`config.mk`:
```
export PLATFORM = sky130hd
export DESIGN_NAME = mem_exe_unit_flat
export DESIGN_NICKNAME = d
export VERILOG_FILES = /design/src/rtl/mem_exe_unit_pkg.sv /design/src/rtl/mem_exe_unit_if.sv /design/src/rtl/mem_exe_unit_load_aligner.sv /design/src/rtl/mem_exe_unit.sv /design/src/flat_wrapper.sv
export SDC_FILE = /design/constraint.sdc
export NUM_CORES = 1
export LEC_CHECK = 0
export ABC_CLOCK_PERIOD_IN_PS = 2500
export CORE_MARGIN = 2
export CORE_UTILIZATION = 46
export CTS_BUF_LIST = sky130_fd_sc_hd__clkbuf_8
export DETAILED_ROUTE_END_ITERATION = 12
export HOLD_SLACK_MARGIN = 0.1
export PLACE_DENSITY = 0.83
export SYNTH_ARGS = -nofsm -noshare
export SYNTH_HDL_FRONTEND = slang
export SYNTH_SLANG_ARGS = --single-unit
```
`constraint.sdc`:
```
create_clock -name clk_i -period 2.5 [get_ports clk_i]
set_clock_uncertainty 0.2 [all_clocks]
set_input_delay 0.625 -clock clk_i [delete_from_list [all_inputs] [get_ports clk_i]]
set_output_delay 0.625 -clock clk_i [all_outputs]
set_load 0.05 [all_outputs]
```
`src/rtl/mem_exe_unit_pkg.sv`:
```
// Shared types for the load/store execute unit: ldst_type field layout,
// access-size encodings, FSM states and small address helpers.
package mem_exe_unit_pkg;

    localparam int DATA_W_DEF = 32;
    localparam int ADDR_W_DEF = 32;
    localparam int TAG_W_DEF  = 6;

    // ldst_type = {is_store, unsigned, size[1:0]}
    localparam int LDST_STORE    = 3;
    localparam int LDST_UNSIGNED = 2;

    localparam logic [1:0] SZ_B = 2'd0;
    localparam logic [1:0] SZ_H = 2'd1;
    localparam logic [1:0] SZ_W = 2'd2;

    typedef enum logic [1:0] {
        ST_IDLE = 2'd0,
        ST_REQ  = 2'd1,
        ST_WAIT = 2'd2,
        ST_DONE = 2'd3
    } state_e;

    function automatic logic is_misaligned(input logic [1:0] size, input logic [1:0] ea_lo);
        return ((size == SZ_H) && ea_lo[0]) || ((size == SZ_W) && (ea_lo != 2'b00));
    endfunction

    function automatic logic [3:0] lane_strobe(input logic [1:0] size, input logic [1:0] ea_lo);
        logic [3:0] strb;
        case (size)
            SZ_B:    strb = 4'b0001 << ea_lo;
            SZ_H:    strb = 4'b0011 << ea_lo;
            default: strb = 4'b1111;
        endcase
        return strb;
    endfunction

endpackage

```
`src/rtl/mem_exe_unit_if.sv`:
```
// Data-memory port of the load/store unit: req/gnt request phase plus
// rvalid response phase.
interface mem_exe_unit_if #(
    parameter int ADDR_W = 32,
    parameter int DATA_W = 32
);
    logic              dmem_req_o;
    logic              dmem_we_o;
    logic [ADDR_W-1:0] dmem_addr_o;
    logic [DATA_W-1:0] dmem_wdata_o;
    logic [3:0]        dmem_wstrb_o;
    logic              dmem_gnt_i;
    logic              dmem_rvalid_i;
    logic [DATA_W-1:0] dmem_rdata_i;

    modport master (
        output dmem_req_o, dmem_we_o, dmem_addr_o, dmem_wdata_o, dmem_wstrb_o,
        input  dmem_gnt_i, dmem_rvalid_i, dmem_rdata_i
    );

    modport slave (
        input  dmem_req_o, dmem_we_o, dmem_addr_o, dmem_wdata_o, dmem_wstrb_o,
        output dmem_gnt_i, dmem_rvalid_i, dmem_rdata_i
    );
endinterface

```
`src/rtl/mem_exe_unit_load_aligner.sv`:
```
// Picks the addressed byte/half out of a loaded word and sign- or
// zero-extends it to the full data width.
module mem_exe_unit_load_aligner
    import mem_exe_unit_pkg::*;
#(
    parameter int DATA_W = DATA_W_DEF
) (
    input  logic [DATA_W-1:0] rdata_i,
    input  logic [1:0]        ea_lo_i,
    input  logic [1:0]        size_i,
    input  logic              uns_i,
    output logic [DATA_W-1:0] data_o
);

    logic [7:0]  byte_sel;
    logic [15:0] half_sel;

    always_comb begin
        byte_sel = rdata_i[{ea_lo_i, 3'b000} +: 8];
        half_sel = ea_lo_i[1] ? rdata_i[31:16] : rdata_i[15:0];
        case (size_i)
            SZ_B:    data_o = {{(DATA_W-8){~uns_i & byte_sel[7]}}, byte_sel};
            SZ_H:    data_o = {{(DATA_W-16){~uns_i & half_sel[15]}}, half_sel};
            default: data_o = rdata_i;
        endcase
    end

endmodule

```
`src/rtl/mem_exe_unit.sv`:
```
// Load/store execute stage: holds one memory op, runs it on the dmem port
// and returns a tagged writeback result or a misalignment fault.
//
// state | meaning
// IDLE  | empty, accepting issue_i
// REQ   | dmem_req_o held until granted
// WAIT  | granted, waiting for rvalid (drop_q set => discard on arrival)
// DONE  | one-cycle completion / fault report
module mem_exe_unit
    import mem_exe_unit_pkg::*;
#(
    parameter int DATA_W = DATA_W_DEF,
    parameter int ADDR_W = ADDR_W_DEF,
    parameter int TAG_W  = TAG_W_DEF
) (
    input  logic              clk_i,
    input  logic              reset_i,
    input  logic              issue_i,
    input  logic [DATA_W-1:0] op_1_i,
    input  logic [DATA_W-1:0] op_2_i,
    input  logic [DATA_W-1:0] imm_i,
    input  logic [ADDR_W-1:0] pc_i,
    input  logic [TAG_W-1:0]  rrf_tag_i,
    input  logic              dst_val_i,
    input  logic [3:0]        ldst_type_i,
    input  logic              kill_i,
    output logic              busy_o,
    mem_exe_unit_if.master    dmem,
    output logic [DATA_W-1:0] result_o,
    output logic [TAG_W-1:0]  result_dst_o,
    output logic              result_valid_o,
    output logic              done_o,
    output logic              misalign_o,
    output logic [ADDR_W-1:0] fault_pc_o
);

    state_e            state_q;
    logic [1:0]        ea_lo_q;
    logic [3:0]        type_q;
    logic [TAG_W-1:0]  tag_q;
    logic              dst_val_q;
    logic              drop_q;
    logic              req_q, we_q;
    logic [ADDR_W-1:0] addr_q;
    logic [DATA_W-1:0] wdata_q;
    logic [3:0]        wstrb_q;
    logic              done_q, result_valid_q, misalign_q;
    logic [DATA_W-1:0] result_q;
    logic [TAG_W-1:0]  result_dst_q;
    logic [ADDR_W-1:0] fault_pc_q;

    logic [ADDR_W-1:0] ea_d;
    logic [DATA_W-1:0] wdata_d;
    logic [DATA_W-1:0] load_ext;
    logic              finish_now;

    assign ea_d = ADDR_W'(op_1_i + imm_i);

    always_comb begin
        case (ldst_type_i[1:0])
            SZ_B:    wdata_d = {4{op_2_i[7:0]}};
            SZ_H:    wdata_d = {2{op_2_i[15:0]}};
            default: wdata_d = op_2_i;
        endcase
    end

    mem_exe_unit_load_aligner #(.DATA_W(DATA_W)) u_load_aligner (
        .rdata_i (dmem.dmem_rdata_i),
        .ea_lo_i (ea_lo_q),
        .size_i  (type_q[1:0]),
        .uns_i   (type_q[LDST_UNSIGNED]),
        .data_o  (load_ext)
    );

    // Completion only from a live (not killed, not draining) response.
    assign finish_now = !kill_i && dmem.dmem_rvalid_i &&
                        (((state_q == ST_REQ) && dmem.dmem_gnt_i) ||
                         ((state_q == ST_WAIT) && !drop_q));

    always_ff @(posedge clk_i or negedge reset_i) begin
        if (!reset_i) begin
            state_q        <= ST_IDLE;
            ea_lo_q        <= '0;
            type_q         <= '0;
            tag_q          <= '0;
            dst_val_q      <= 1'b0;
            drop_q         <= 1'b0;
            req_q          <= 1'b0;
            we_q           <= 1'b0;
            addr_q         <= '0;
            wdata_q        <= '0;
            wstrb_q        <= '0;
            done_q         <= 1'b0;
            result_valid_q <= 1'b0;
            misalign_q     <= 1'b0;
            result_q       <= '0;
            result_dst_q   <= '0;
            fault_pc_q     <= '0;
        end else begin
            done_q         <= 1'b0;
            result_valid_q <= 1'b0;
            misalign_q     <= 1'b0;
            case (state_q)
                ST_IDLE: begin
                    result_q     <= '0;
                    result_dst_q <= '0;
                    fault_pc_q   <= '0;
                    if (issue_i && !kill_i) begin
                        ea_lo_q   <= ea_d[1:0];
                        type_q    <= ldst_type_i;
                        tag_q     <= rrf_tag_i;
                        dst_val_q <= dst_val_i;
                        if (is_misaligned(ldst_type_i[1:0], ea_d[1:0])) begin
                            state_q      <= ST_DONE;
                            done_q       <= 1'b1;
                            misalign_q   <= 1'b1;
                            fault_pc_q   <= pc_i;
                            result_dst_q <= rrf_tag_i;
                        end else begin
                            state_q <= ST_REQ;
                            req_q   <= 1'b1;
                            we_q    <= ldst_type_i[LDST_STORE];
                            addr_q  <= {ea_d[ADDR_W-1:2], 2'b00};
                            wdata_q <= wdata_d;
                            wstrb_q <= lane_strobe(ldst_type_i[1:0], ea_d[1:0]);
                        end
                    end
                end
                ST_REQ: begin
                    if (kill_i) begin
                        state_q <= ST_IDLE;
                        req_q   <= 1'b0;
                        we_q    <= 1'b0;
                    end else if (dmem.dmem_gnt_i) begin
                        req_q   <= 1'b0;
                        we_q    <= 1'b0;
                        state_q <= ST_WAIT;
                    end
                end
                ST_WAIT: begin
                    if (kill_i) drop_q <= 1'b1;
                    if (dmem.dmem_rvalid_i && (drop_q || kill_i)) begin
                        state_q <= ST_IDLE;
                        drop_q  <= 1'b0;
                    end
                end
                default: state_q <= ST_IDLE;
            endcase
            if (finish_now) begin
                state_q        <= ST_DONE;
                done_q         <= 1'b1;
                result_dst_q   <= tag_q;
                result_q       <= type_q[LDST_STORE] ? '0 : load_ext;
                result_valid_q <= dst_val_q & ~type_q[LDST_STORE];
            end
        end
    end

    assign busy_o            = (state_q != ST_IDLE);
    assign dmem.dmem_req_o   = req_q;
    assign dmem.dmem_we_o    = we_q;
    assign dmem.dmem_addr_o  = addr_q;
    assign dmem.dmem_wdata_o = wdata_q;
    assign dmem.dmem_wstrb_o = wstrb_q;
    // A flush landing on the DONE cycle swallows the completion strobes.
    assign done_o            = done_q & ~kill_i;
    assign result_valid_o    = result_valid_q & ~kill_i;
    assign misalign_o        = misalign_q & ~kill_i;
    assign result_o          = result_q;
    assign result_dst_o      = result_dst_q;
    assign fault_pc_o        = fault_pc_q;

    a_no_issue_when_busy: assert property (
        @(posedge clk_i) disable iff (!reset_i) !(busy_o && issue_i)
    );

endmodule

```
`src/flat_wrapper.sv`:
```
// flat-port wrapper written by rule: the top's interface ports become plain ports
module mem_exe_unit_flat import mem_exe_unit_pkg::*;
#(
    parameter int DATA_W = DATA_W_DEF,
    parameter int ADDR_W = ADDR_W_DEF,
    parameter int TAG_W  = TAG_W_DEF
)
  (clk_i, reset_i, issue_i, op_1_i, op_2_i, imm_i, pc_i, rrf_tag_i, dst_val_i, ldst_type_i, kill_i, busy_o, result_o, result_dst_o, result_valid_o, done_o, misalign_o, fault_pc_o, dmem_dmem_req_o, dmem_dmem_we_o, dmem_dmem_addr_o, dmem_dmem_wdata_o, dmem_dmem_wstrb_o, dmem_dmem_gnt_i, dmem_dmem_rvalid_i, dmem_dmem_rdata_i);
  mem_exe_unit_if #(.ADDR_W(ADDR_W), .DATA_W(DATA_W)) dmem_i ();
  input  logic clk_i;
  input  logic reset_i;
  input  logic issue_i;
  input  logic [DATA_W-1:0] op_1_i;
  input  logic [DATA_W-1:0] op_2_i;
  input  logic [DATA_W-1:0] imm_i;
  input  logic [ADDR_W-1:0] pc_i;
  input  logic [TAG_W-1:0] rrf_tag_i;
  input  logic dst_val_i;
  input  logic [3:0] ldst_type_i;
  input  logic kill_i;
  output logic busy_o;
  output logic [DATA_W-1:0] result_o;
  output logic [TAG_W-1:0] result_dst_o;
  output logic result_valid_o;
  output logic done_o;
  output logic misalign_o;
  output logic [ADDR_W-1:0] fault_pc_o;
  output wire logic [$bits(dmem_i.dmem_req_o)-1:0] dmem_dmem_req_o;
  output wire logic [$bits(dmem_i.dmem_we_o)-1:0] dmem_dmem_we_o;
  output wire logic [$bits(dmem_i.dmem_addr_o)-1:0] dmem_dmem_addr_o;
  output wire logic [$bits(dmem_i.dmem_wdata_o)-1:0] dmem_dmem_wdata_o;
  output wire logic [$bits(dmem_i.dmem_wstrb_o)-1:0] dmem_dmem_wstrb_o;
  input wire logic [$bits(dmem_i.dmem_gnt_i)-1:0] dmem_dmem_gnt_i;
  input wire logic [$bits(dmem_i.dmem_rvalid_i)-1:0] dmem_dmem_rvalid_i;
  input wire logic [$bits(dmem_i.dmem_rdata_i)-1:0] dmem_dmem_rdata_i;
  assign dmem_dmem_req_o = dmem_i.dmem_req_o;
  assign dmem_dmem_we_o = dmem_i.dmem_we_o;
  assign dmem_dmem_addr_o = dmem_i.dmem_addr_o;
  assign dmem_dmem_wdata_o = dmem_i.dmem_wdata_o;
  assign dmem_dmem_wstrb_o = dmem_i.dmem_wstrb_o;
  assign dmem_i.dmem_gnt_i = dmem_dmem_gnt_i;
  assign dmem_i.dmem_rvalid_i = dmem_dmem_rvalid_i;
  assign dmem_i.dmem_rdata_i = dmem_dmem_rdata_i;
  mem_exe_unit #(.DATA_W(DATA_W), .ADDR_W(ADDR_W), .TAG_W(TAG_W)) u_core (.clk_i(clk_i), .reset_i(reset_i), .issue_i(issue_i), .op_1_i(op_1_i), .op_2_i(op_2_i), .imm_i(imm_i), .pc_i(pc_i), .rrf_tag_i(rrf_tag_i), .dst_val_i(dst_val_i), .ldst_type_i(ldst_type_i), .kill_i(kill_i), .busy_o(busy_o), .dmem(dmem_i), .result_o(result_o), .result_dst_o(result_dst_o), .result_valid_o(result_valid_o), .done_o(done_o), .misalign_o(misalign_o), .fault_pc_o(fault_pc_o));
endmodule
```
Word level (Yosys, flattened, before mapping)
Index checks and enable logic that the tools add are counted.

word-level totals
  register bits = 157
  input bits = 177
  word-level logic and storage cells = 103
  output and inout port bits = 144

cells by class
  mux-type cells = 35
  shifts and indexed selects = 3
  add/subtract/negate cells = 1
  equal/unequal tests = 11
  bitwise gates (word level) = 10
  reduce and logical (&&, ||, !) cells = 26

operator list
  cell                                                    number
  two-way mux 32 bit                                      5
  one-hot mux 32 bit (2 select lines)                     2
  adder 32 bit                                            1
  variable part select 32 x 6 -> 8 bit                    1
  two-way mux 6 bit                                       4
  two-way mux 16 bit                                      1
  two-way mux 1 bit                                       13
  two-way mux 2 bit                                       6
  nonzero test 2 bit                                      5
  logical AND 1 bit                                       8
  one-hot mux 4 bit (2 select lines)                      1
  bitwise AND 1 bit                                       6
  equality test 2 x 1 -> 1 bit (second input constant)    3
  logical NOT 2 bit                                       3
  one-hot mux 2 bit (3 select lines)                      1
  AND reduction 3 bit                                     2
  equality test 2 bit (second input constant)             2
  inequality test 4 x 3 -> 1 bit (second input constant)  1
  inverter 1 bit                                          4
  one-hot mux 1 bit (2 select lines)                      2
  AND reduction 2 bit                                     2
  AND reduction 4 bit                                     1
  left shift 1 x 2 -> 4 bit (first input constant)        1
  left shift 2 x 2 -> 4 bit (first input constant)        1
  other kinds (7)                                         10

Depth between registers and ports, before layout
Gate-level depths: netlist of run 1.

  depth in word-level cells = 8
  mapped depth = 11
  depth with buffers taken out = 11

Hierarchy
From an unflattened synthesis of run 1, not the netlist that was laid out.

unflattened totals
  cells, all modules = 968
  area, all modules = 8868.5 µm²

by module, submodules not included
  module                     area each (µm²)  seq. area each (µm²)  times used  cells each
  mem_exe_unit               8170.3           3928.8                1           836
  mem_exe_unit_load_aligner  698.2            0.0                   1           132

Least setup slack after synthesis of run 1
Ideal clock, no wire load.

  path type = in2reg
  start point = in op_1_i[0]
  end point = reg u_core.addr_q[30] (netlist: u_core.dmem.dmem_addr_o[30])
  path slack = -0.425 ns
  stages on the path = 10
  path buffers = 3
  data required time = 2.173 ns
  library setup time = 0.127 ns
  data arrival time = 2.598 ns
  path through = ha_1 > fa_1 > clkbuf_1 > and3b_1 > a21oi_1 > nand2_2 > buf_2 > clkbuf_1 > nand2_1 > o31ai_2

between the ends
  longest elaborated chain between the ends = 6
  elaborated cells on any way between the ends = 7
  classes of those cells = add/sub (1); bitwise (1); reduce/logical (5)

RTL lines
  item                                  line                    RTL
  from (decl)                           flat_wrapper.sv:13      input logic [DATA_W-1:0] op_1_i;
  adder 32 bit                          mem_exe_unit.sv:57      assign ea_d = ADDR_W'(op_1_i + imm_i);
  via u_core.ea_d[1]                    mem_exe_unit.sv:52      logic [ADDR_W-1:0] ea_d;
  nonzero test 2 bit                    mem_exe_unit_pkg.sv:25  return ((size == SZ_H) && ea_lo[0]) || ((size == SZ_W) && (ea_lo != 2'b00));
  logical AND 1 bit                     mem_exe_unit_pkg.sv:25
  logical OR 1 bit                      mem_exe_unit_pkg.sv:25
  inverter 1 bit (no source line)       --
  AND reduction 3 bit (no source line)  --
  to (signal assigned)                  mem_exe_unit.sv:123     addr_q <= {ea_d[ADDR_W-1:2], 2'b00};
  to (decl)                             mem_exe_unit.sv:44      logic [ADDR_W-1:0] addr_q;

The timed path passes the listed nets, and every way through them passes these cells.
A chain may end at the register's enable or synchronous reset.

Final worst setup path of run 1
  start point = in op_1_i[20]
  end point = reg u_core.addr_q[30] (netlist: u_core.dmem.dmem_addr_o[30])

between the ends
  longest elaborated chain between the ends = 1

RTL lines
  item          line
  adder 32 bit  mem_exe_unit.sv:57

No other way between the ends.

==> summary.txt, run 1 <==
reg2reg setup slack: 0.28 ns
Setup CP Type: in -> reg
DR WL/cell: 20.6 microns
Final Wtd Congestion: 0.905
Post-Route Utilization: 79.9%
number of global-route vias before repair: 9186
initial antenna violation count: 0
insertion delay to the later sink of the worst-skew pair: 0.45 ns
row count: 49
Final nets: 1521
maximum capacitance violations: 0
CTS clk-pin slew, worst paths: 0.09 ns
chip width: 139 microns
total track usage: 31.5%
Seq/Total Area, Yosys: 46.8%
maximum VDD drop: 0.682 mV
hold path endpoint: u_core.result_o[9]
first-pass GRT wire length: 48.6 mm
Die Footprint: 19400 sq um
H-tree levels: 4
status: finished, violations left
internal power: 7.03 mW
CP max FO: 3
switching pwr: 6.21 mW
placed cell area: 12900 sq um
Setup Slack @ Placement: -0.950 ns
CTS tree: built
initial core utilization: 46.8%
vias post-DR: 8844
Yosys cell types: 70
Die H: 139 microns
post-route cell area: 14400 sq um
Worst setup SP type: input port
reg2reg start: u_core.state_q[0]
Switching Fraction: 46.9%
Syn. warnings: 0
Post-synth ARST share: 100%
relative slew slack: 42.1%
TritonCTS Buffers: 17
total gr overflow: 0
Top FF cell, synth: dfrtp_1
Highest Clock Rate: 373 MHz
PwrDens: 922 nW/um^2
Slew Viols, Final: 0
routed vias/inst: 5.69
fillers: 1023
core area: 18000 sq um
EDFF count, synth: 0
Tmin final: 2.68 ns
dpl hpwl: 20.5 mm
fin crit share: 107%
combinational share of power: 54.0%
Clock Power Share: 16.8%
RSZ-0062 raised after global routing: true
Critical Path Sink Type: register
Setup violations, final: 5
CP arrival: 2.82 ns
WL final: 32.0 mm
Worst Tran Pin Value: 0.866 ns
layout cells sized above 1: 28.0%
Hold Startpoint: u_core.result_o[9]
Area Overhead vs Synth: 71.0%
# diodes: 0
Power Total: 13.2 mW
final hold violation count: 0
Residual DRC: 0
DR pass1 iterations: 8
leakage: 7.52 nW
initial detailed-routing violation count: 630
Syn Area/Cell: 9.93 sq um
I/O pin total: 321
Mapped Area: 8400 sq um
antenna viol nets, final: 0
largest net degree at the start of global routing: 50
Req. time, crit path: 2.64 ns
worst hold slack: 0.280 ns
setup ws final: -0.181 ns
FF-to-FF path depth: 6
Synth Register Bits: 157
clock root buffer: clkbuf_8
cell count after synthesis: 846
clk sinks: 157
hold depth: 1
Worst Hold Class: reg -> reg
IO Port Bufs: 318
FF-to-FF End: u_core.result_o[11]
Seq pwr share: 29.2%
violated checks: negative setup slack
CTS Buffer Depth: 2
[through the flow]
stage / TNS (ns) / cells
after floorplan: -6.00 / 847
final: -0.397 / 1554
after CTS: 0 / 1538
after global placement: -64.36 / 1483
after detailed placement: -69.81 / 1483
after global routing: -0.728 / 1554
[worst max path at each step]
| stage | startpoint | end |
|---|---|---|
| 6_report | op_1_i[20] | u_core.dmem.dmem_addr_o[30] |
| 5_1_grt | imm_i[0] | u_core.dmem.dmem_addr_o[30] |
| 2_1_floorplan | op_1_i[0] | u_core.dmem.dmem_addr_o[30] |
| 4_1_cts | u_core.fault_pc_o[12] | fault_pc_o[12] |
| 3_5_place_dp | op_1_i[0] | u_core.dmem.dmem_addr_o[22] |
| 3_3_place_gp | op_1_i[0] | u_core.dmem.dmem_addr_o[30] |
[layout by cell type (no fill, tap or decap), drive strengths merged, types with 8 or more instances in the layout]
cell,count
dlymetal6s2s,70
xnor2,17
dfrtp,157
dlygate4sd2,64
xor2,14
buf,195
mux2,23
ha,31
inv,22
clkdlybuf4s50,152
nand4,8
o21ai,110
a22o,33
nor2,35
mux2i,25
clkbuf,34
a21o,28
a21oi,45
a221oi,9
nand2,123
a222oi,9
a31oi,8
nor2b,25
[power groups by stage]
| stage | Clock [mW] | Combinational [mW] | Sequential (mW) |
|---|---|---|---|
| CTS | 2.25 | 6.94 | 3.85 |
| global route | 2.36 | 7.49 | 3.97 |
| detailed placement | 0 | 6.92 | 3.89 |
| finish | 2.22 | 7.15 | 3.87 |
| floorplan | 0 | 1.96 | 6.12 |
| global placement | 0 | 6.79 | 3.86 |
[state kept, by name (all words and copies together) (netlist names)]
signal                    flops
u_core.dmem.dmem_addr_o      30
u_core.ea_lo_q                2
u_core.dmem.dmem_req_o        1
u_core.fault_pc_o            32
u_core.dmem.dmem_we_o         1
u_core.result_valid_q         1
u_core.result_dst_o           6
u_core.dmem.dmem_wdata_o     32
u_core.tag_q                  6
u_core.result_o              32
u_core.drop_q                 1
u_core.type_q                 4
u_core.misalign_q             1
u_core.dst_val_q              1
u_core.dmem.dmem_wstrb_o      4
u_core.state_q                2
u_core.done_q                 1
[repair_timing]
action	CTS	global route
setup endpoints to repair	148	82
resized for setup	178	151
setup buffers	23	16
hold buffers	1	0
pin swaps	77	61
hold endpoints to repair	29	0
[worst max-delay path, stage by stage]
cell	delay (ns)
dlygate4sd2_1	0.28
ha_4	0.29
nand4_1	0.19
nor3_4	0.28
buf_4	0.14
buf_4	0.10
o21ai_2	0.07
a21bo_2	0.24
a211oi_4	0.32
o31a_1	0.20
o31ai_2	0.07
[cell families (layout without fill, tap and decap cells)]
family	Yosys count	count (layout)	synth area share (%)
simple gates	219	219	12.1
fa+ha+maj	32	32	4.86
other cells	1	2	0.0447
flops	157	157	46.8
compound gates	284	284	22.5
buf+inv	73	551	4.13
xor+xnor	31	31	3.23
mux	49	49	6.33
[synthesized netlist by cell type (all sizes together) (5+ instances only)]
cell | instances | area (sq um)
dfrtp | 157 | 3930
nand2 | 123 | 464
o21ai | 110 | 566
a21oi | 45 | 233
clkbuf | 41 | 175
nor2 | 35 | 131
a22o | 33 | 289
ha | 31 | 388
a21o | 28 | 210
mux2i | 25 | 250
nor2b | 25 | 156
mux2 | 23 | 259
xnor2 | 17 | 149
buf | 16 | 111
inv | 16 | 60.1
xor2 | 14 | 123
a221oi | 9 | 78.8
a222oi | 9 | 90.1
a31oi | 8 | 50.1
nand4 | 8 | 56.3
a211oi | 6 | 65.1
a22oi | 6 | 45.0
o21a | 5 | 37.5
o31ai | 5 | 47.5
[cell type report]
type                    instances  area (sq um)  share of cell area (%)
inverters                      16          60.1                   0.418
clock buffers                  17           234                    1.63
well taps                     229           287                    2.00
repair buffers                503          4780                    33.3
clock inverters                15           226                    1.58
multi-input cells             617          4850                    33.8
flip-flops and latches        157          3930                    27.4
[per-layer routing]
| layer | wire, microns | vias to the layer above | global-route usage, % |
|---|---|---|---|
| met5 | 0 | - | 0 |
| met2 | 16200 | 507 | 55.5 |
| met1 | 11800 | 4243 | 36.9 |
| met4 | 1740 | 0 | 15.4 |
| met3 | 2200 | 125 | 6.11 |
| li1 | - | 3969 | - |
Note: power is estimated with default switching activity, not from simulation.
==> inputs of run 2 (changes only) <==
- CORE_ASPECT_RATIO: unset -> 1.1
==> summary.txt, run 2 (synthesized netlist as in run 1, its figures left out) <==
Seq pwr share: 29.3%
clock root buffer: clkbuf_8
Die Footprint: 19400 sq um
layout cells sized above 1: 24.6%
Highest Clock Rate: 380 MHz
CP max stage delay: 0.30 ns
setup ws final: -0.130 ns
internal power: 7.09 mW
Worst path most repeated cell: a211oi_2
vias post-DR: 8655
PwrDens: 939 nW/um^2
Worst Tran Pin Value: 0.787 ns
initial core utilization: 47.2%
Residual DRC: 0
CTS Buffer Depth: 2
CTS tree: built
Die H: 146 microns
switching pwr: 6.06 mW
Slew Viols, Final: 0
Final nets: 1502
Worst setup SP type: input port
core area: 17800 sq um
worst hold slack: 0.283 ns
initial antenna violation count: 2
RSZ-0062 raised after global routing: true
most frequent cells in the layout: clkdlybuf4s50_1, buf_4, dfrtp_1
DR WL/cell: 19.3 microns
Req. time, crit path: 2.66 ns
maximum capacitance violations: 0
Setup violations, final: 4
most common cell after layout, fill and taps aside: clkdlybuf4s50_1
row count: 51
violated checks: negative setup slack
largest net degree at the start of global routing: 54
DR pass1 iterations: 7
final hold violation count: 0
Setup CP Type: in -> reg
relative slew slack: 47.4%
insertion delay to the later sink of the worst-skew pair: 0.44 ns
maximum VDD drop: 0.797 mV
Clock Power Share: 16.9%
routed vias/inst: 5.60
H-tree levels: 4
Post-Route Utilization: 78.7%
antenna viol nets, final: 0
CP max FO: 2
CP Cell Sequence: dlygate4sd2_1, ha_1, and3_4, a211oi_4, a211oi_2, o21ai_2, a21bo_1, a211oi_2, o31a_1, o31ai_2
clk sinks: 157
combinational share of power: 53.8%
Critical Path Sink Type: register
TritonCTS Buffers: 17
CP arrival: 2.79 ns
status: finished, violations left
IO Port Bufs: 318
Power Total: 13.2 mW
CTS clk-pin slew, worst paths: 0.09 ns
chip width: 133 microns
total gr overflow: 0
first-pass GRT wire length: 46.3 mm
Area Overhead vs Synth: 66.9%
I/O pin total: 321
CP delay by family, top: compound AO/OA/AOI/OAI gates
dpl hpwl: 20.6 mm
slowest CP cell: ha_1
Switching Fraction: 46.1%
initial detailed-routing violation count: 605
Tmin final: 2.63 ns
WL final: 29.9 mm
number of global-route vias before repair: 9020
Worst Path Buf+Inv: 1
Final Wtd Congestion: 0.914
total track usage: 30.0%
Worst Hold Class: reg -> reg
leakage: 7.09 nW
fin crit share: 105%
-- run 2: cell types whose count changed in the layout (fill, tap and decap cells not counted), sizes merged, moves of 2 or more --
| cell | change |
|---|---|
| buf | -17 |
| clkbuf | -14 |
| clkdlybuf4s15 | -2 |
| clkdlybuf4s50 | +37 |
| clkinv | +2 |
| clkinvlp | -4 |
| dlygate4sd2 | -8 |
| dlymetal6s2s | -14 |
-- run 2: worst paths after layout --
| check | start | end | slack, ns | cells after the start |
|---|---|---|---|---|
| max | imm_i[8] | u_core.dmem.dmem_addr_o[30] | -0.13 | 10 |
| max reg2reg | u_core.state_q[0] | u_core.result_dst_o[1] | 0.26 | 7 |
| min in group asynchronous | reset_i | u_core.fault_pc_o[1] | 0.45 | 2 |
| max in group asynchronous | reset_i | u_core.result_o[8] | 1.00 | 3 |
| min reg2reg | u_core.dmem.dmem_wdata_o[16] | u_core.dmem.dmem_wdata_o[16] | 0.28 | 2 |
| min | u_core.dmem.dmem_wdata_o[16] | u_core.dmem.dmem_wdata_o[16] | 0.28 | 2 |
-- run 2: repair_timing --
item / CTS / global route
hold endpoints to repair: 32 / 0
buffers inserted: 20 / 1
hold buffers: 1 / 0
resized for setup: 127 / 81
setup endpoints to repair: 99 / 65
pin swaps: 51 / 23
-- run 2: layout make-up --
type	count	area, sq um
clock inverter	14	220
sequential	157	3930
antenna	1	2.50
tap	238	298
timing repair buffer	484	4620
clock buffer	18	248
fill	1046	3790
multi-input combinational	617	4630
inverter	16	60.1
-- run 2: through the flow --
step	instances	setup WS (ns)	setup TNS (ns)	instance area (sq um)
3_5_place_dp	1491	-0.916	-63.03	12800
3_3_place_gp	1491	-0.859	-54.94	12800
4_1_cts	1543	-0.0508	-0.0508	13700
5_1_grt	1544	-0.164	-0.885	14000
2_1_floorplan	847	-0.251	-6.00	8520
6_report	1545	-0.130	-0.269	14000
-- run 2: worst min-delay path, delay by kind of cell (launching register included) --
family	cells	cell delay, ns
simple gates	1	0.04
compound gates	1	0.06
flops	1	0.35
-- run 2: power groups by stage --
stage          clock network (mW)  logic [mW]  registers, mW
6_report                     2.22        7.08           3.85
5_1_grt                      2.35        7.43           3.95
4_1_cts                      2.25        6.98           3.84
3_5_place_dp                    0        6.90           3.88
3_3_place_gp                    0        6.79           3.85
2_1_floorplan                   0        1.96           6.12
-- run 2: per-layer routing --
metal	vias up	GRT usage, %	part of all wire, %
met5	-	0	0.027
met4	2	12.6	4.1
met3	97	7.52	8.2
met2	468	53.5	51
met1	4153	34.0	36
li1	3935	-	-
